--- src/rtl/cycle_seq_pkg.sv ---
// Shared definitions for the cycle sequencer: phase encodings and default
// multiply/divide timeout.
package cycle_seq_pkg;

   localparam int PHASE_W        = 3;
   localparam int MD_TIMEOUT_DEF = 64;

   typedef enum logic [PHASE_W-1:0] {
      ST_IDLE   = 3'd0,
      ST_FETCH  = 3'd1,
      ST_DECODE = 3'd2,
      ST_EXEC   = 3'd3,
      ST_MDWAIT = 3'd4,
      ST_MEM    = 3'd5,
      ST_WB     = 3'd6
   } state_e;

endpackage

--- src/rtl/seq_wait_counter.sv ---
// Clearable up-counter that saturates at TC_VAL and flags the terminal count;
// bounds the time spent waiting on the multiply/divide unit.
module seq_wait_counter #(
   parameter int TC_VAL = 63,
   parameter int W      = (TC_VAL > 0) ? $clog2(TC_VAL + 1) : 1
) (
   input  logic clock,
   input  logic reset,
   input  logic clr,
   input  logic inc,
   output logic tc
);

   localparam logic [W-1:0] TC_L = W'(TC_VAL);

   logic [W-1:0] cnt_q;
   logic [W-1:0] cnt_d;

   // next count: clear wins, otherwise step until the terminal value
   always_comb begin
      cnt_d = cnt_q;
      if (clr) begin
         cnt_d = {W{1'b0}};
      end else if (inc && (cnt_q != TC_L)) begin
         cnt_d = cnt_q + W'(1);
      end else begin
         cnt_d = cnt_q;
      end
   end

   // count register
   always_ff @(posedge clock or negedge reset) begin
      if (!reset) begin
         cnt_q <= {W{1'b0}};
      end else begin
         cnt_q <= cnt_d;
      end
   end

   assign tc = (cnt_q == TC_L);

endmodule

--- src/rtl/cycle_sequencer.sv ---
// Phase sequencer for the single-issue core: one clock, per-stage enables,
// extra phases for memory and multiply/divide, bounded multdiv wait.
module cycle_sequencer
   import cycle_seq_pkg::*;
#(
   parameter int MD_TIMEOUT = MD_TIMEOUT_DEF,
   parameter int CNT_W      = 32
) (
   input  logic               clock,
   input  logic               reset,
   input  logic               run,
   input  logic               is_lw,
   input  logic               is_sw,
   input  logic               is_md,
   input  logic               rf_wr,
   input  logic               md_ready,
   output logic               pc_en,
   output logic               imem_en,
   output logic               rf_rd_en,
   output logic               md_start,
   output logic               dmem_en,
   output logic               dmem_we,
   output logic               rf_we,
   output logic [PHASE_W-1:0] phase,
   output logic               busy,
   output logic               md_err,
   output logic [CNT_W-1:0]   instr_count
);

   state_e             state_q, state_d;
   logic               md_err_q, md_err_d;
   logic               to_flag_q, to_flag_d;
   logic [CNT_W-1:0]   count_q, count_d;
   logic               wc_clr_s;
   logic               wc_inc_s;
   logic               wc_tc_s;

   seq_wait_counter #(
      .TC_VAL (MD_TIMEOUT - 1)
   ) u_wait (
      .clock (clock),
      .reset (reset),
      .clr   (wc_clr_s),
      .inc   (wc_inc_s),
      .tc    (wc_tc_s)
   );

   // next-state, sticky error, timeout flag and retire counter
   always_comb begin
      state_d   = state_q;
      md_err_d  = md_err_q;
      to_flag_d = to_flag_q;
      count_d   = count_q;
      wc_clr_s  = 1'b0;
      wc_inc_s  = 1'b0;
      case (state_q)
         ST_IDLE: begin
            if (run) state_d = ST_FETCH;
            else     state_d = ST_IDLE;
         end
         ST_FETCH:  state_d = ST_DECODE;
         ST_DECODE: state_d = ST_EXEC;
         ST_EXEC: begin
            if (is_md) begin
               state_d  = ST_MDWAIT;
               wc_clr_s = 1'b1;
            end else if (is_lw || is_sw) begin
               state_d = ST_MEM;
            end else begin
               state_d = ST_WB;
            end
         end
         // a ready arriving on the terminal cycle still counts as normal completion
         ST_MDWAIT: begin
            if (md_ready) begin
               state_d = ST_WB;
            end else if (wc_tc_s) begin
               state_d   = ST_WB;
               to_flag_d = 1'b1;
               md_err_d  = 1'b1;
            end else begin
               wc_inc_s = 1'b1;
            end
         end
         ST_MEM: state_d = ST_WB;
         ST_WB: begin
            count_d   = count_q + CNT_W'(1);
            to_flag_d = 1'b0;
            if (run) state_d = ST_FETCH;
            else     state_d = ST_IDLE;
         end
         default: state_d = ST_IDLE;
      endcase
   end

   // state and bookkeeping registers
   always_ff @(posedge clock or negedge reset) begin
      if (!reset) begin
         state_q   <= ST_IDLE;
         md_err_q  <= 1'b0;
         to_flag_q <= 1'b0;
         count_q   <= {CNT_W{1'b0}};
      end else begin
         state_q   <= state_d;
         md_err_q  <= md_err_d;
         to_flag_q <= to_flag_d;
         count_q   <= count_d;
      end
   end

   // Moore enable decode from the state register
   always_comb begin
      pc_en    = 1'b0;
      imem_en  = 1'b0;
      rf_rd_en = 1'b0;
      md_start = 1'b0;
      dmem_en  = 1'b0;
      dmem_we  = 1'b0;
      rf_we    = 1'b0;
      case (state_q)
         ST_FETCH:  imem_en  = 1'b1;
         ST_DECODE: rf_rd_en = 1'b1;
         ST_EXEC:   md_start = is_md;
         ST_MEM: begin
            dmem_en = 1'b1;
            dmem_we = is_sw;
         end
         ST_WB: begin
            pc_en = 1'b1;
            rf_we = rf_wr & ~to_flag_q;
         end
         default: pc_en = 1'b0;
      endcase
   end

   assign phase       = state_q;
   assign busy        = (state_q != ST_IDLE);
   assign md_err      = md_err_q;
   assign instr_count = count_q;

endmodule

--- config.mk ---
export PLATFORM = sky130hd
export DESIGN_NAME = cycle_sequencer
export DESIGN_NICKNAME = d
export VERILOG_FILES = /design/src/rtl/cycle_seq_pkg.sv /design/src/rtl/seq_wait_counter.sv /design/src/rtl/cycle_sequencer.sv
export SDC_FILE = /design/constraint.sdc
export NUM_CORES = 1
export LEC_CHECK = 0
export BUFFER_PORTS_ARGS = -buffer_cell sky130_fd_sc_hd__buf_2
export CORE_ASPECT_RATIO = 1.1
export CORE_MARGIN = 2
export CORE_UTILIZATION = 48
export DETAILED_ROUTE_END_ITERATION = 7
export PLACE_DENSITY = 0.76
export REMOVE_ABC_BUFFERS = 1
export SLEW_MARGIN = 20
export SYNTH_ARGS = -nofsm -noshare
export SYNTH_HDL_FRONTEND = slang
export SYNTH_HIERARCHICAL = 1
export SYNTH_SLANG_ARGS = --single-unit
--- constraint.sdc ---
create_clock -name clock -period 1.9 [get_ports clock]
set_input_delay 0.19 -clock clock [delete_from_list [all_inputs] [get_ports clock]]
set_output_delay 0.19 -clock clock [all_outputs]
set_load 0.005 [all_outputs]
==> results.sh <==
export IMPL_final_ant_viol_nets=0
export IMPL_numPortBuffers=51
export IMPL_critical_path_cell_chain="ha_1, nand2_4, nor2b_4, nor4_2, nand4_1, o311a_1"
export IMPL_async_flop_share=1.000
export IMPL_placeableCoreArea_um2=4348
export IMPL_clk_latency_ns=0.29
export IMPL_die_w_um=68.60
export IMPL_via_count=1794
export IMPL_internal_power_mw=1.641
export IMPL_endpoint_kind="flip-flop"
export IMPL_place_detailed_hpwl_mm=3.351
export IMPL_total_power_mw=2.433
export IMPL_worstSetupPathType="flip-flop to flip-flop"
export IMPL_ys_seq_area_frac=0.4884
export IMPL_gp_congestion=0.8321
export IMPL_area_after_detailed_placement_um2=2569
export IMPL_synth_area_leader_cell="dfrtp_1"
export IMPL_tritoncts_num_buffers=5
export IMPL_grt_busiest_layer="met2"
export IMPL_holdCritPathClass="input port to flip-flop"
export IMPL_power_density_nw_per_um2=910.1
export IMPL_yosys_warnings=6
export IMPL_layout_cells_sized_above_1=0.3100
export IMPL_p_comb_frac=0.304
export IMPL_power_ir_vdd_worst_uv=768.6
export IMPL_cp_data_arrival_time_ns=2.01
export IMPL_maxCapViolations=0
export IMPL_netlist_instances=207
export IMPL_largest_net_degree_at_the_start_of_global_routing=23
export IMPL_unrepaired_setup_endpoints_after_global_routing="true"
export IMPL_cpPeakStageDelay_ns=0.41
export IMPL_worst_pin_slew_ns=0.5372
export IMPL_cts_sinks=43
export IMPL_design_portCount=52
export IMPL_tritoncts="yes"
export IMPL_outcome="finished clean"
export IMPL_post_route_util=0.6150
export IMPL_grt_use_total=0.1971
export IMPL_share_clk_of_total_power=0.236
export IMPL_met2_usage=0.3130
export IMPL_clock_tree_buffer_depth=2
export IMPL_global_route_wire_length_before_repair_mm=7.638
export IMPL_grt_pass1_vias=1664
export IMPL_synth_edff_count=0
export IMPL_floorplan_die_area_um2=5149
export IMPL_diodes=0
export IMPL_power_static_leakage_nw=1.339
export IMPL_detailedRoute_firstIterationViolations=106
export IMPL_avgSynthCellArea_um2=10.64
export IMPL_final_hold_viol_count=0
export IMPL_firstDrtPassIters=6
export IMPL_synth_area_um2=2203
export IMPL_finClkSkew_ns=0.003949
export IMPL_die_height_um=75.06
export IMPL_detailed_route_drc_error_count=0
export IMPL_groute_layer_met3_usage=0.04036
export IMPL_final_period_minus_worst_setup_slack_ns=1.833
export IMPL_cts_max_level=2
export IMPL_worst_path_bufs_invs=0
export IMPL_synth_cell_types=42
export IMPL_routedWlPerCell_um=13.80
export IMPL_floorplan_initialDensity=0.5068
export IMPL_fmaxAchievable_mhz=545.7
export IMPL_cp_data_required_time_ns=2.08
export IMPL_critical_path_top_delay_family="simple AND/OR/NAND/NOR gates"
export IMPL_cts_clk_slew_worst_paths_ns=0.08
export IMPL_vias_per_cell=5.520
export IMPL_critical_path_max_fanout=7
export IMPL_power_switching_fraction=0.3257
export IMPL_area_delta_synth_final_pct=21.35
export IMPL_synthTopCellsByCount="dfrtp_1 (43), xnor2_1 (27), nand4_1 (17)"
export IMPL_setup_violations=0
export IMPL_net_switching_power_mw=0.7925
export IMPL_post_route_cell_area_um2=2674
export IMPL_cts_root_buffer_cell="clkbuf_8"
export IMPL_rows=25
export IMPL_grt_remaining_overflow=0
export IMPL_fin_crit_sh=0.9645
export IMPL_antenna_found_initial=0
export IMPL_layout_nets=281
export IMPL_met1_usage=0.2644
export IMPL_yosys_top_cells_area="dfrtp_1 (49%), xnor2_1 (11%), nand4_1 (4.8%)"
export IMPL_yosys_cell_count_top_type="dfrtp_1"
export IMPL_finalMaxSlewViolations=0
export IMPL_synthDominantCellAreaShare=0.4884
export IMPL_synth_flop_cell="dfrtp_1"
export IMPL_cpMaxStageDelayCell="dfrtp_1"
export IMPL_share_seq_of_total_power=0.460
export IMPL_cp_start_kind="flip-flop"
export IMPL_timing_max_slew_rel_slack=0.6419
export IMPL_route_final_wire_length_mm=4.484
export IMPL_synthesized_flop_and_latch_total=43
layout by cell type (no fill, tap or decap), types with 3 or more instances in the layout:
| cell type | n |
|---|---|
| buf_2 | 51 |
| nand4b_1 | 3 |
| a21oi_1 | 3 |
| nand2_1 | 15 |
| nand4_1 | 17 |
| and3_1 | 7 |
| inv_1 | 6 |
| dfrtp_1 | 43 |
| nor3_1 | 8 |
| nor3_2 | 3 |
| nor3b_1 | 4 |
| nand3_1 | 15 |
| xor2_1 | 4 |
| clkbuf_8 | 6 |
| xnor2_1 | 27 |
| nor2_1 | 14 |
| buf_4 | 10 |
worst register-to-register path: cells and delay by family (launching register included):
family / cells / cell delay, ns
AND/OR/NAND/NOR: 4 / 0.69
adder cells (fa/ha/maj): 1 / 0.25
AO/OA/AOI/OAI: 1 / 0.37
flip-flops: 1 / 0.41
power by group through the flow:
stage	registers (mW)	clock network, mW	logic [mW]
floorplan	1.18	0	0.338
CTS	1.12	0.597	0.742
global route	1.14	0.629	0.828
detailed placement	1.14	0	0.736
finish	1.12	0.575	0.739
global placement	1.13	0	0.726
final timing paths:
kind,start,cells after the start,to,slack [ns]
worst max-delay path,u_wait/cnt_q[1],6,u_wait/cnt_q[5],0.07
worst min-delay path,is_md,2,phase[0],0.10
worst max register to register,u_wait/cnt_q[1],6,u_wait/cnt_q[5],0.07
worst min register to register,instr_count[31],1,instr_count[31],0.46
max in group asynchronous,reset,3,instr_count[11],0.99
min in group asynchronous,reset,2,u_wait/cnt_q[0],0.41
cell type report:
cell class	count	area [um2]
fillers	370	1674
flip-flops and latches	43	1076
multi-input cells	151	1056
repair buffers	63	360.3
clock buffers	6	82.58
well taps	54	67.56
inverters	7	26.28
clock inverters	1	5.005
through the flow:
| stage | worst slack [ns] | hold slack (ns) | setup TNS, ns | std cells |
|---|---|---|---|---|
| 2_1_floorplan | -0.5110 | -0.1056 | -1.901 | 201 |
| 3_3_place_gp | 0.1233 | 0.1926 | 0 | 317 |
| 3_5_place_dp | 0.04471 | 0.1973 | 0 | 317 |
| 4_1_cts | 0.03008 | 0.09509 | 0 | 325 |
| 5_1_grt | -0.03011 | 0.1219 | -0.03765 | 325 |
| 6_report | 0.06736 | 0.1010 | 0 | 325 |
cell families (layout without fill, tap and decap cells):
group                    count (synthesis)  after routing  synth area share
AO/OA/AOI/OAI                           16             16           0.05054
XOR/XNOR                                31             31            0.1232
adder cells (fa/ha/maj)                  2              2           0.01136
buffers and inverters                   13             77           0.03577
flip-flops                              43             43            0.4884
AND/OR/NAND/NOR                        102            102            0.2907
metal layers:
metal,up-vias,part of all wire
met4,0,0.017
met3,9,0.042
met1,865,0.46
li1,872,-
met5,-,0
met2,48,0.49
flip-flops by register name (all words and copies together), names as in the netlist:
name and flops:
u_wait/cnt_q 6, phase 3, instr_count 32, md_err 1, to_flag_q 1
timing repair:
item                                    in CTS  in global routing
hold buffers                                 1                  0
gates resized for setup                      0                  2
buffers inserted                             0                  0
endpoints found under the hold margin       21                  0
endpoints found under the setup margin       0                  7
Power figures use the tool's default switching activity.
